## config.mk

```make
export PLATFORM = sky130hd
export DESIGN_NAME = branch_resolve_queue
export DESIGN_NICKNAME = d
export VERILOG_FILES = /design/src/rtl/brq_pkg.sv /design/src/rtl/brq_fifo.sv /design/src/rtl/branch_resolve_queue.sv
export SDC_FILE = /design/constraint.sdc
export NUM_CORES = 1
export LEC_CHECK = 0
export CORE_ASPECT_RATIO = 1.75
export CORE_MARGIN = 1
export CORE_UTILIZATION = 45
export CTS_BUF_LIST = sky130_fd_sc_hd__clkbuf_8
export DETAILED_ROUTE_END_ITERATION = 10
export SLEW_MARGIN = 20
export SYNTH_ARGS = -nofsm -noshare
export SYNTH_HDL_FRONTEND = slang
export SYNTH_SLANG_ARGS = --single-unit
```

## constraint.sdc

```tcl
create_clock -name clock -period 20.8 [get_ports clock]
set_input_delay 6.24 -clock clock [delete_from_list [all_inputs] [get_ports clock]]
set_output_delay 6.24 -clock clock [all_outputs]
set_load 0.01 [all_outputs]
```

## src/rtl/brq_pkg.sv

```systemverilog
// ============================================================================
// brq_pkg : shared constants, entry record and mispredict rule for the
//           branch resolve queue.                             Rev 1.0
// ============================================================================
`default_nettype none

package brq_pkg;

  localparam int DEPTH    = 8;
  localparam int PTR_BITS = 3;
  localparam int XLEN     = 32;

  typedef struct packed {
    logic [XLEN-1:0] pc;
    logic            pred_taken;
    logic [XLEN-1:0] pred_target;
  } brq_entry_t;

  localparam int ENTRY_W = $bits(brq_entry_t);

  // A non-branch that was predicted taken sent fetch down a bogus path.
  function automatic logic brq_mispredict(
    input brq_entry_t      e,
    input logic            is_branch,
    input logic            taken,
    input logic [XLEN-1:0] target
  );
    logic m;
    if (is_branch) begin
      m = (e.pred_taken != taken) ||
          (taken && e.pred_taken && (e.pred_target != target));
    end else begin
      m = e.pred_taken;
    end
    return m;
  endfunction

endpackage

`default_nettype wire

```

## src/rtl/brq_fifo.sv

```systemverilog
// ============================================================================
// brq_fifo : circular prediction-record buffer with head/tail/count and a
//            single-cycle flush back to the empty state.          Rev 1.0
// ============================================================================
`default_nettype none

module brq_fifo
  import brq_pkg::*;
#(
  parameter int DEPTH    = brq_pkg::DEPTH,
  parameter int PTR_BITS = brq_pkg::PTR_BITS
) (
  input  logic               clock,
  input  logic               reset,
  input  logic               push_i,
  input  logic [ENTRY_W-1:0] wdata_i,
  input  logic               pop_i,
  input  logic               flush_i,
  output logic [ENTRY_W-1:0] head_o,
  output logic               empty_o,
  output logic               full_o
);

  localparam logic [PTR_BITS:0] C_FULL = (PTR_BITS+1)'(DEPTH);

  logic [ENTRY_W-1:0]  mem_q [DEPTH];
  logic [PTR_BITS-1:0] head_q, head_d;
  logic [PTR_BITS-1:0] tail_q, tail_d;
  logic [PTR_BITS:0]   count_q, count_d;

  // Pointers are exactly PTR_BITS wide, so DEPTH-1 -> 0 wraps naturally.
  always_comb begin
    head_d  = head_q;
    tail_d  = tail_q;
    count_d = count_q;
    if (flush_i) begin
      head_d  = '0;
      tail_d  = '0;
      count_d = '0;
    end else begin
      if (push_i) tail_d = tail_q + PTR_BITS'(1);
      if (pop_i)  head_d = head_q + PTR_BITS'(1);
      if (push_i && !pop_i)      count_d = count_q + (PTR_BITS+1)'(1);
      else if (!push_i && pop_i) count_d = count_q - (PTR_BITS+1)'(1);
    end
  end

  always_ff @(posedge clock) begin
    if (!reset) begin
      head_q  <= '0;
      tail_q  <= '0;
      count_q <= '0;
    end else begin
      head_q  <= head_d;
      tail_q  <= tail_d;
      count_q <= count_d;
    end
  end

  always_ff @(posedge clock) begin
    if (push_i && !flush_i) mem_q[tail_q] <= wdata_i;
  end

  assign head_o  = mem_q[head_q];
  assign empty_o = (count_q == '0);
  assign full_o  = (count_q == C_FULL);

endmodule

`default_nettype wire

```

## src/rtl/branch_resolve_queue.sv

```systemverilog
// ============================================================================
// branch_resolve_queue : records predictions in order, checks them against EX
// resolution, drives predictor update and mispredict redirect.
// Optional macro BRQ_STATS_EN adds stat_branches / stat_mispredicts.  Rev 1.0
// ============================================================================
`default_nettype none

module branch_resolve_queue
  import brq_pkg::*;
#(
  parameter int DEPTH    = brq_pkg::DEPTH,
  parameter int PTR_BITS = brq_pkg::PTR_BITS
) (
  input  logic            clock,
  input  logic            reset,
  input  logic            enq_valid,
  output logic            enq_ready,
  input  logic [XLEN-1:0] enq_pc,
  input  logic            enq_pred_taken,
  input  logic [XLEN-1:0] enq_pred_target,
  input  logic            res_valid,
  input  logic            res_is_branch,
  input  logic            res_taken,
  input  logic [XLEN-1:0] res_target,
  output logic            upd_enable,
  output logic [XLEN-1:0] upd_pc,
  output logic [XLEN-1:0] upd_target,
  output logic            upd_is_branch,
  output logic            upd_taken,
  output logic            mispredict,
  output logic [XLEN-1:0] redirect_pc,
  output logic            empty,
  output logic            res_err
`ifdef BRQ_STATS_EN
  ,
  output logic [31:0]     stat_branches,
  output logic [31:0]     stat_mispredicts
`endif
);

  brq_entry_t         enq_e;
  brq_entry_t         head_e;
  logic [ENTRY_W-1:0] head_raw;
  logic               fifo_empty;
  logic               fifo_full;
  logic               enq_fire;
  logic               deq;
  logic               misp;
  logic [XLEN-1:0]    pc4;
  logic [XLEN-1:0]    redirect;

  logic            upd_enable_q,    upd_enable_d;
  logic [XLEN-1:0] upd_pc_q,        upd_pc_d;
  logic [XLEN-1:0] upd_target_q,    upd_target_d;
  logic            upd_is_branch_q, upd_is_branch_d;
  logic            upd_taken_q,     upd_taken_d;
  logic            mispredict_q,    mispredict_d;
  logic [XLEN-1:0] redirect_pc_q,   redirect_pc_d;
  logic            res_err_q,       res_err_d;

  assign enq_e    = '{pc: enq_pc, pred_taken: enq_pred_taken, pred_target: enq_pred_target};
  assign head_e   = brq_entry_t'(head_raw);
  assign enq_fire = enq_valid && !fifo_full;
  assign deq      = res_valid && !fifo_empty;
  assign misp     = deq && brq_mispredict(head_e, res_is_branch, res_taken, res_target);
  assign pc4      = head_e.pc + XLEN'(4);
  assign redirect = (res_is_branch && res_taken) ? res_target : pc4;

  // A mispredicting dequeue flushes; any same-cycle enqueue is wrong-path.
  brq_fifo #(
    .DEPTH    (DEPTH),
    .PTR_BITS (PTR_BITS)
  ) u_fifo (
    .clock   (clock),
    .reset   (reset),
    .push_i  (enq_fire),
    .wdata_i (enq_e),
    .pop_i   (deq),
    .flush_i (misp),
    .head_o  (head_raw),
    .empty_o (fifo_empty),
    .full_o  (fifo_full)
  );

  always_comb begin
    upd_enable_d    = deq;
    mispredict_d    = misp;
    upd_pc_d        = upd_pc_q;
    upd_target_d    = upd_target_q;
    upd_is_branch_d = upd_is_branch_q;
    upd_taken_d     = upd_taken_q;
    redirect_pc_d   = redirect_pc_q;
    res_err_d       = res_err_q | (res_valid && fifo_empty);
    if (deq) begin
      upd_pc_d        = head_e.pc;
      upd_target_d    = res_target;
      upd_is_branch_d = res_is_branch;
      upd_taken_d     = res_taken;
      redirect_pc_d   = redirect;
    end
  end

  always_ff @(posedge clock) begin
    if (!reset) begin
      upd_enable_q    <= 1'b0;
      upd_pc_q        <= '0;
      upd_target_q    <= '0;
      upd_is_branch_q <= 1'b0;
      upd_taken_q     <= 1'b0;
      mispredict_q    <= 1'b0;
      redirect_pc_q   <= '0;
      res_err_q       <= 1'b0;
    end else begin
      upd_enable_q    <= upd_enable_d;
      upd_pc_q        <= upd_pc_d;
      upd_target_q    <= upd_target_d;
      upd_is_branch_q <= upd_is_branch_d;
      upd_taken_q     <= upd_taken_d;
      mispredict_q    <= mispredict_d;
      redirect_pc_q   <= redirect_pc_d;
      res_err_q       <= res_err_d;
    end
  end

  assign upd_enable    = upd_enable_q;
  assign upd_pc        = upd_pc_q;
  assign upd_target    = upd_target_q;
  assign upd_is_branch = upd_is_branch_q;
  assign upd_taken     = upd_taken_q;
  assign mispredict    = mispredict_q;
  assign redirect_pc   = redirect_pc_q;
  assign res_err       = res_err_q;
  assign empty         = fifo_empty;
  assign enq_ready     = !fifo_full;

`ifdef BRQ_STATS_EN
  logic [31:0] stat_br_q, stat_br_d;
  logic [31:0] stat_mp_q, stat_mp_d;

  always_comb begin
    stat_br_d = stat_br_q;
    stat_mp_d = stat_mp_q;
    if (deq && res_is_branch && (stat_br_q != 32'hFFFF_FFFF)) stat_br_d = stat_br_q + 32'd1;
    if (misp && (stat_mp_q != 32'hFFFF_FFFF))                 stat_mp_d = stat_mp_q + 32'd1;
  end

  always_ff @(posedge clock) begin
    if (!reset) begin
      stat_br_q <= '0;
      stat_mp_q <= '0;
    end else begin
      stat_br_q <= stat_br_d;
      stat_mp_q <= stat_mp_d;
    end
  end

  assign stat_branches    = stat_br_q;
  assign stat_mispredicts = stat_mp_q;
`endif

endmodule

`default_nettype wire

```

Word-level counts from Yosys, hierarchy flattened
Memory sizes are Yosys's and may differ from the RTL's. A register that Yosys moved wholly into a read port is not among the register bits.
Cells that the tools add are included.
{"block": "totals", "input_bits": 103, "wordCells": 49, "ff_bits": 111, "mem_count": 1, "ram_bits": 520, "output_inout_bits": 103}
{"memory": "u_fifo.mem_q", "words": 8, "width": 65, "rd": 1, "rd_clocked_by_memory_dff": 1, "wr": 1, "line_no": "brq_fifo.sv:26", "rtl": "logic [ENTRY_W-1:0] mem_q [DEPTH];"}
{"block": "classes", "n_mux": 8, "bitwise": 2, "n_eq_ne": 3, "n_addsub": 5, "reduce_logical": 19}
{"cell": "$add A32 B3 Y32 const B", "n": 1}
{"cell": "$mux W32", "n": 1}
{"cell": "$ne A32 B32 Y1", "n": 1}
{"cell": "$logic_and A1 B1 Y1", "n": 10}
{"cell": "$mux W4", "n": 2}
{"cell": "$add A3 B1 Y3 const B", "n": 2}
{"cell": "$mux W3", "n": 2}
{"cell": "$logic_not A1 Y1", "n": 5}
{"cell": "$add A4 B1 Y4 const B", "n": 1}
{"cell": "$eq A4 B4 Y1 const B", "n": 1}
{"cell": "$logic_not A4 Y1", "n": 1}
{"cell": "$sub A4 B1 Y4 const B", "n": 1}
{"cell": "$mux W1", "n": 3}
{"cell": "$reduce_bool A2 Y1", "n": 1}
{"cell": "$reduce_or A2 Y1", "n": 1}
{"cell": "$logic_or A1 B1 Y1", "n": 1}
{"cell": "$ne A1 B1 Y1", "n": 1}
{"cell": "$not A1 Y1", "n": 1}
{"cell": "$or A1 B1 Y1", "n": 1}

Logic depth before layout (Yosys ltp)
{"block": "logic_depth", "depth_word": 9, "depth_mapped": 15, "ltp_nobuf": 14}

By module
From an unflattened synthesis, not the netlist that was laid out.
{"block": "unflattened", "cells_unflattened": 1415, "hier_area_um2": 24831.3}
{"mod": "brq_fifo", "seq_area_each_um2": 15875.2, "area_each_um2": 20128.1, "cells_each": 823, "instances": 1}
{"mod": "branch_resolve_queue", "seq_area_each_um2": 2021.9, "area_each_um2": 4703.3, "cells_each": 592, "instances": 1}

Worst setup path before layout
OpenSTA, ideal clock, no wires.
{"block": "synth_timing", "path_type": "input to register", "startpoint": "input res_taken", "endpoint": "memory u_fifo.mem_q[6][0] (netlist bit), enable pin", "stages": 7, "required_ns": 20.216, "slack_ns": 7.816, "arrival_ns": 12.400, "n_path_buf": 1, "setup_time_ns": 0.584, "cell_sequence": "ha_1 nand2b_1 a21oi_1 nand4_1 or4_4 buf_6 o31ai_1"}
{"block": "synth_via", "elab_chain_cells": 9, "elab_cells_between_ends": 10, "cone_classes": "eq/ne: 1; mux: 3; reduce/logical: 6"}
{"element": "start: declaration", "line_no": "branch_resolve_queue.sv:23", "rtl": "input logic res_taken,"}
{"element": "$logic_and A1 B1 Y1 (2 in series)", "line_no": "brq_pkg.sv:31", "rtl": "(taken && e.pred_taken && (e.pred_target != target));"}
{"element": "$logic_or A1 B1 Y1 (*)", "line_no": "brq_pkg.sv:30", "rtl": "m = (e.pred_taken != taken) ||"}
{"element": "$mux W1 (*)", "line_no": "brq_pkg.sv:29", "rtl": "if (is_branch) begin"}
{"element": "$logic_and A1 B1 Y1 (*)", "line_no": "branch_resolve_queue.sv:65", "rtl": "assign misp = deq && brq_mispredict(head_e, res_is_branch, res_taken, res_target);"}
{"element": "$logic_not A1 Y1 (*)", "line_no": "brq_fifo.sv:61", "rtl": "if (push_i && !flush_i) mem_q[tail_q] <= wdata_i;"}
{"element": "$logic_and A1 B1 Y1 (*)", "line_no": "brq_fifo.sv:61"}
{"element": "$mux W1 (*)", "line_no": "brq_fifo.sv:61"}
{"element": "$mux W1 (implied by the code) (*)", "line_no": "brq_fifo.sv:61"}
{"element": "end: declaration", "line_no": "brq_fifo.sv:26"}
Every way passes the cells marked *; elsewhere a longest branch is shown, timed or not.

Final worst setup path
{"block": "layout_timing", "startpoint": "input res_taken", "endpoint": "memory u_fifo.mem_q[5][59] (netlist bit), enable pin"}
The elaborated chain is that of the path after synthesis.

==> load_flow_metrics.sql <==
INSERT INTO impl_metrics (metric_group, metric, value, unit) VALUES
('outcome', 'outcome', 'completed', ''),
('die', 'ioPinCount', '206', ''),
('clock_tree', 'cts-buffers-inserted', '92', ''),
('yosys', 'synth_top_area_share', '0.616', ''),
('layout', 'register_area', '0.0179', 'mm^2'),
('global_route', 'via_count_of_the_first_global_routing_pass', '14700', ''),
('clock_tree', 'worst_setup_hold_path_clk_slew', '0.06', 'ns'),
('layout', 'area_of_combinational_cells_with_multiple_inputs', '0.00705', 'mm^2'),
('timing', 'fin_hold_ws', '0.463', 'ns'),
('setup_path', 'critPathCaptureType', 'flop', ''),
('routing', 'remaining_drc_errors', '0', ''),
('die', 'core-area', '0.0555', 'mm^2'),
('yosys', 'synth.yosys.warnings', '0', ''),
('power_and_ir_drop', 'switchingPower', '1.10', 'mW'),
('power_and_ir_drop', 'design_power_total', '3.49', 'mW'),
('yosys', 'synthFlopType', 'sky130_fd_sc_hd__edfxtp_1', ''),
('power_and_ir_drop', 'clock_power_share', '0.271', ''),
('layout', 'drive_above_1_share', '0.153', ''),
('clock_tree', 'postCtsHoldBufs', '0', ''),
('routing', 'vias', '14200', ''),
('layout', 'num-fill-cells', '4490', ''),
('power_and_ir_drop', 'power_density', '117', 'mW/mm^2'),
('routing', 'avgViaCountPerCell', '5.64', ''),
('clock_tree', 'clock_tree.root_cell', 'sky130_fd_sc_hd__clkbuf_8', ''),
('yosys', 'yosysTopAreaCell', 'sky130_fd_sc_hd__edfxtp_1', ''),
('die', 'std_cell_rows', '114', ''),
('yosys', 'ys_top_cells_by_area', 'sky130_fd_sc_hd__edfxtp_1 (62%), sky130_fd_sc_hd__dfxtp_1 (9.0%), sky130_fd_sc_hd__mux4_2 (8.3%)', ''),
('die', 'dieArea', '0.0573', 'mm^2'),
('clock_tree', 'max-clock-path-buffers', '3', ''),
('power_and_ir_drop', 'combinationalPowerShare', '0.274', ''),
('yosys', 'postSynth.asyncResetShare', '0', ''),
('layout', 'final_net_count', '1854', ''),
('setup_path', 'maximum_net_fanout_on_the_critical_path', '44', ''),
('setup_path', 'worst_ep_arrival_time', '10.01', 'ns'),
('clock_tree', 'number_of_clock_sinks', '634', ''),
('run', 'max_cap_viol', '0', ''),
('place', 'placed_area', '0.0281', 'mm^2'),
('layout', 'final_area', '0.0299', 'mm^2'),
('global_route', 'grt_pass1_wl', '97300', 'um'),
('timing', 'achievable_freq', '103', 'MHz'),
('global_route', 'grt.total_usage', '0.237', ''),
('timing', 'grt_setup_unrepaired', 'false', ''),
('die', 'chipHeight', '316', 'um'),
('timing', 'final_count_of_hold_timing_violations', '0', ''),
('global_route', 'antenna_found_initial', '7', ''),
('timing', 'period_minus_slack', '9.73', 'ns'),
('routing', 'routedWlPerCell', '26.4', 'um'),
('yosys', 'syn_nets', '1607', ''),
('clock_tree', 'cts_setup_buffers', '0', ''),
('clock_tree', 'worst_skew_pair.late_latency', '0.68', 'ns'),
('yosys', 'yosys_register_bits', '634', ''),
('yosys', 'netlist_instances', '1496', ''),
('clock_tree', 'tritoncts_clock_tree', 'yes', ''),
('yosys', 'synth.most_common_cell', 'sky130_fd_sc_hd__edfxtp_1', ''),
('power_and_ir_drop', 'power_switching_share', '0.314', ''),
('clock_tree', 'htree_num_levels', '3', ''),
('hold_path', 'min_path_type', 'flop to flop', ''),
('power_and_ir_drop', 'max-vdd-ir-drop', '0.0000676', 'V'),
('global_route', 'global_route.overflow_total', '0', ''),
('routing', 'drt_pre_antenna_iters', '5', ''),
('global_route', 'grt_max_degree', '102', ''),
('place', 'post-dp-hpwl', '42200', 'um'),
('yosys', 'yosys-top-cells-count', 'sky130_fd_sc_hd__edfxtp_1 (520), sky130_fd_sc_hd__nand2_1 (185), sky130_fd_sc_hd__dfxtp_1 (114), sky130_fd_sc_hd__mux2i_1 (104), sky130_fd_sc_hd__mux4_2 (94)', ''),
('die', 'chipWidth', '181', 'um'),
('timing', 'report.final.setup_viol', '0', ''),
('timing', 'final.setup.tns', '0', 'ns'),
('yosys', 'synth-seq-area-share', '0.706', ''),
('routing', 'ant_nets', '0', ''),
('routing', 'detail_route.wirelength', '66500', 'um'),
('layout', 'area_growth', '18.0', '%'),
('yosys', 'syn_area_per_cell', '16.9', 'um^2');
==> placed cells by master (no fill, tap or decap), types with 12 or more instances in the layout <==
cell and instances:
sky130_fd_sc_hd__edfxtp_1 520, sky130_fd_sc_hd__clkdlybuf4s50_1 204, sky130_fd_sc_hd__nand2_1 185, sky130_fd_sc_hd__dfxtp_1 111
sky130_fd_sc_hd__mux2i_1 103, sky130_fd_sc_hd__clkbuf_8 100, sky130_fd_sc_hd__mux4_2 94, sky130_fd_sc_hd__o211a_1 37
sky130_fd_sc_hd__inv_1 36, sky130_fd_sc_hd__a21boi_0 35, sky130_fd_sc_hd__buf_4 34, sky130_fd_sc_hd__xor2_1 30
sky130_fd_sc_hd__xnor2_1 28, sky130_fd_sc_hd__nand3_1 28, sky130_fd_sc_hd__a21oi_1 28, sky130_fd_sc_hd__o21ai_0 24
sky130_fd_sc_hd__clkinv_1 16, sky130_fd_sc_hd__clkinv_2 13, sky130_fd_sc_hd__a22oi_1 12
==> critical path, cell delays in order <==
cell                              delay (ns)
sky130_fd_sc_hd__clkdlybuf4s50_1        0.47
sky130_fd_sc_hd__ha_1                   0.33
sky130_fd_sc_hd__nand2b_1               0.24
sky130_fd_sc_hd__a21oi_1                0.19
sky130_fd_sc_hd__nand4_1                0.14
sky130_fd_sc_hd__or4_4                  0.76
sky130_fd_sc_hd__o21ai_4                0.84
sky130_fd_sc_hd__buf_4                  0.74
==> area by class of cell <==
class                      instances  area share
sequential                       634       0.599
multi-input combinational        771       0.236
clock inverter                    69      0.0126
timing repair buffer             238      0.0768
antenna                            5    0.000418
inverter                           6    0.000753
clock buffer                     100      0.0460
tap                              696      0.0291
==> worst paths after layout <==
check | startpoint | to | slack (ns) | cells past startpoint
max | res_taken | u_fifo.mem_q[5][59]$_DFFE_PP_ | 11.07 | 8
min | upd_target[3]$_SDFFE_PN0P_ | upd_target[3]$_SDFFE_PN0P_ | 0.46 | 2
max reg2reg | flop | u_fifo.mem_q[5][59]$_DFFE_PP_ | 14.46 | 10
min reg2reg | upd_target[3]$_SDFFE_PN0P_ | upd_target[3]$_SDFFE_PN0P_ | 0.46 | 2
==> kinds of logic (layout without fill, tap and decap cells) <==
kind of cell             count (synthesis)  after routing  synth area share
AO/OA/AOI/OAI                          192            192            0.0567
XOR/XNOR                                58             58            0.0200
adder cells (fa/ha/maj)                  8              8           0.00424
buffers and inverters                   91            413            0.0210
flip-flops                             634            634             0.706
multiplexers                           211            211             0.137
other                                    0              5                 0
AND/OR/NAND/NOR                        302            302            0.0554
==> power groups by stage <==
stage / sequential, mW / combinational, mW / clock, mW
after CTS: 1.59 / 0.971 / 0.969
final: 1.59 / 0.956 / 0.947
after detailed placement: 1.61 / 0.966 / 0
after global routing: 1.60 / 1.03 / 1.02
after floorplan: 1.62 / 0.542 / 0
after global placement: 1.61 / 0.961 / 0
==> metal layers <==
metal	up-vias	global-route usage	part of all wire
met1	7289	0.297	0.41
met2	452	0.407	0.51
met4	4	0.0953	0.030
met3	97	0.0418	0.057
met5	-	0	0.00041
li1	6373	-	-
==> flip-flops by register name (all words and copies together) (netlist names), named ones only <==
name	cells
u_fifo.mem_q	520
upd_is_branch	1
mispredict	1
upd_enable	1
upd_target	32
redirect_pc	32
upd_taken	1
res_err	1
u_fifo.tail_q	3
u_fifo.head_q	3
upd_pc	32
u_fifo.count_q	4
==> through the flow <==
stage,std cells,utilization,setup WS (ns)
after floorplan,1496,-,7.82
after global placement,2345,0.507,10.46
after detailed placement,2345,0.507,10.38
after CTS,2514,0.539,11.08
after global routing,2518,0.539,10.90
final,2519,0.539,11.07
(Power assumes the default switching activity.)
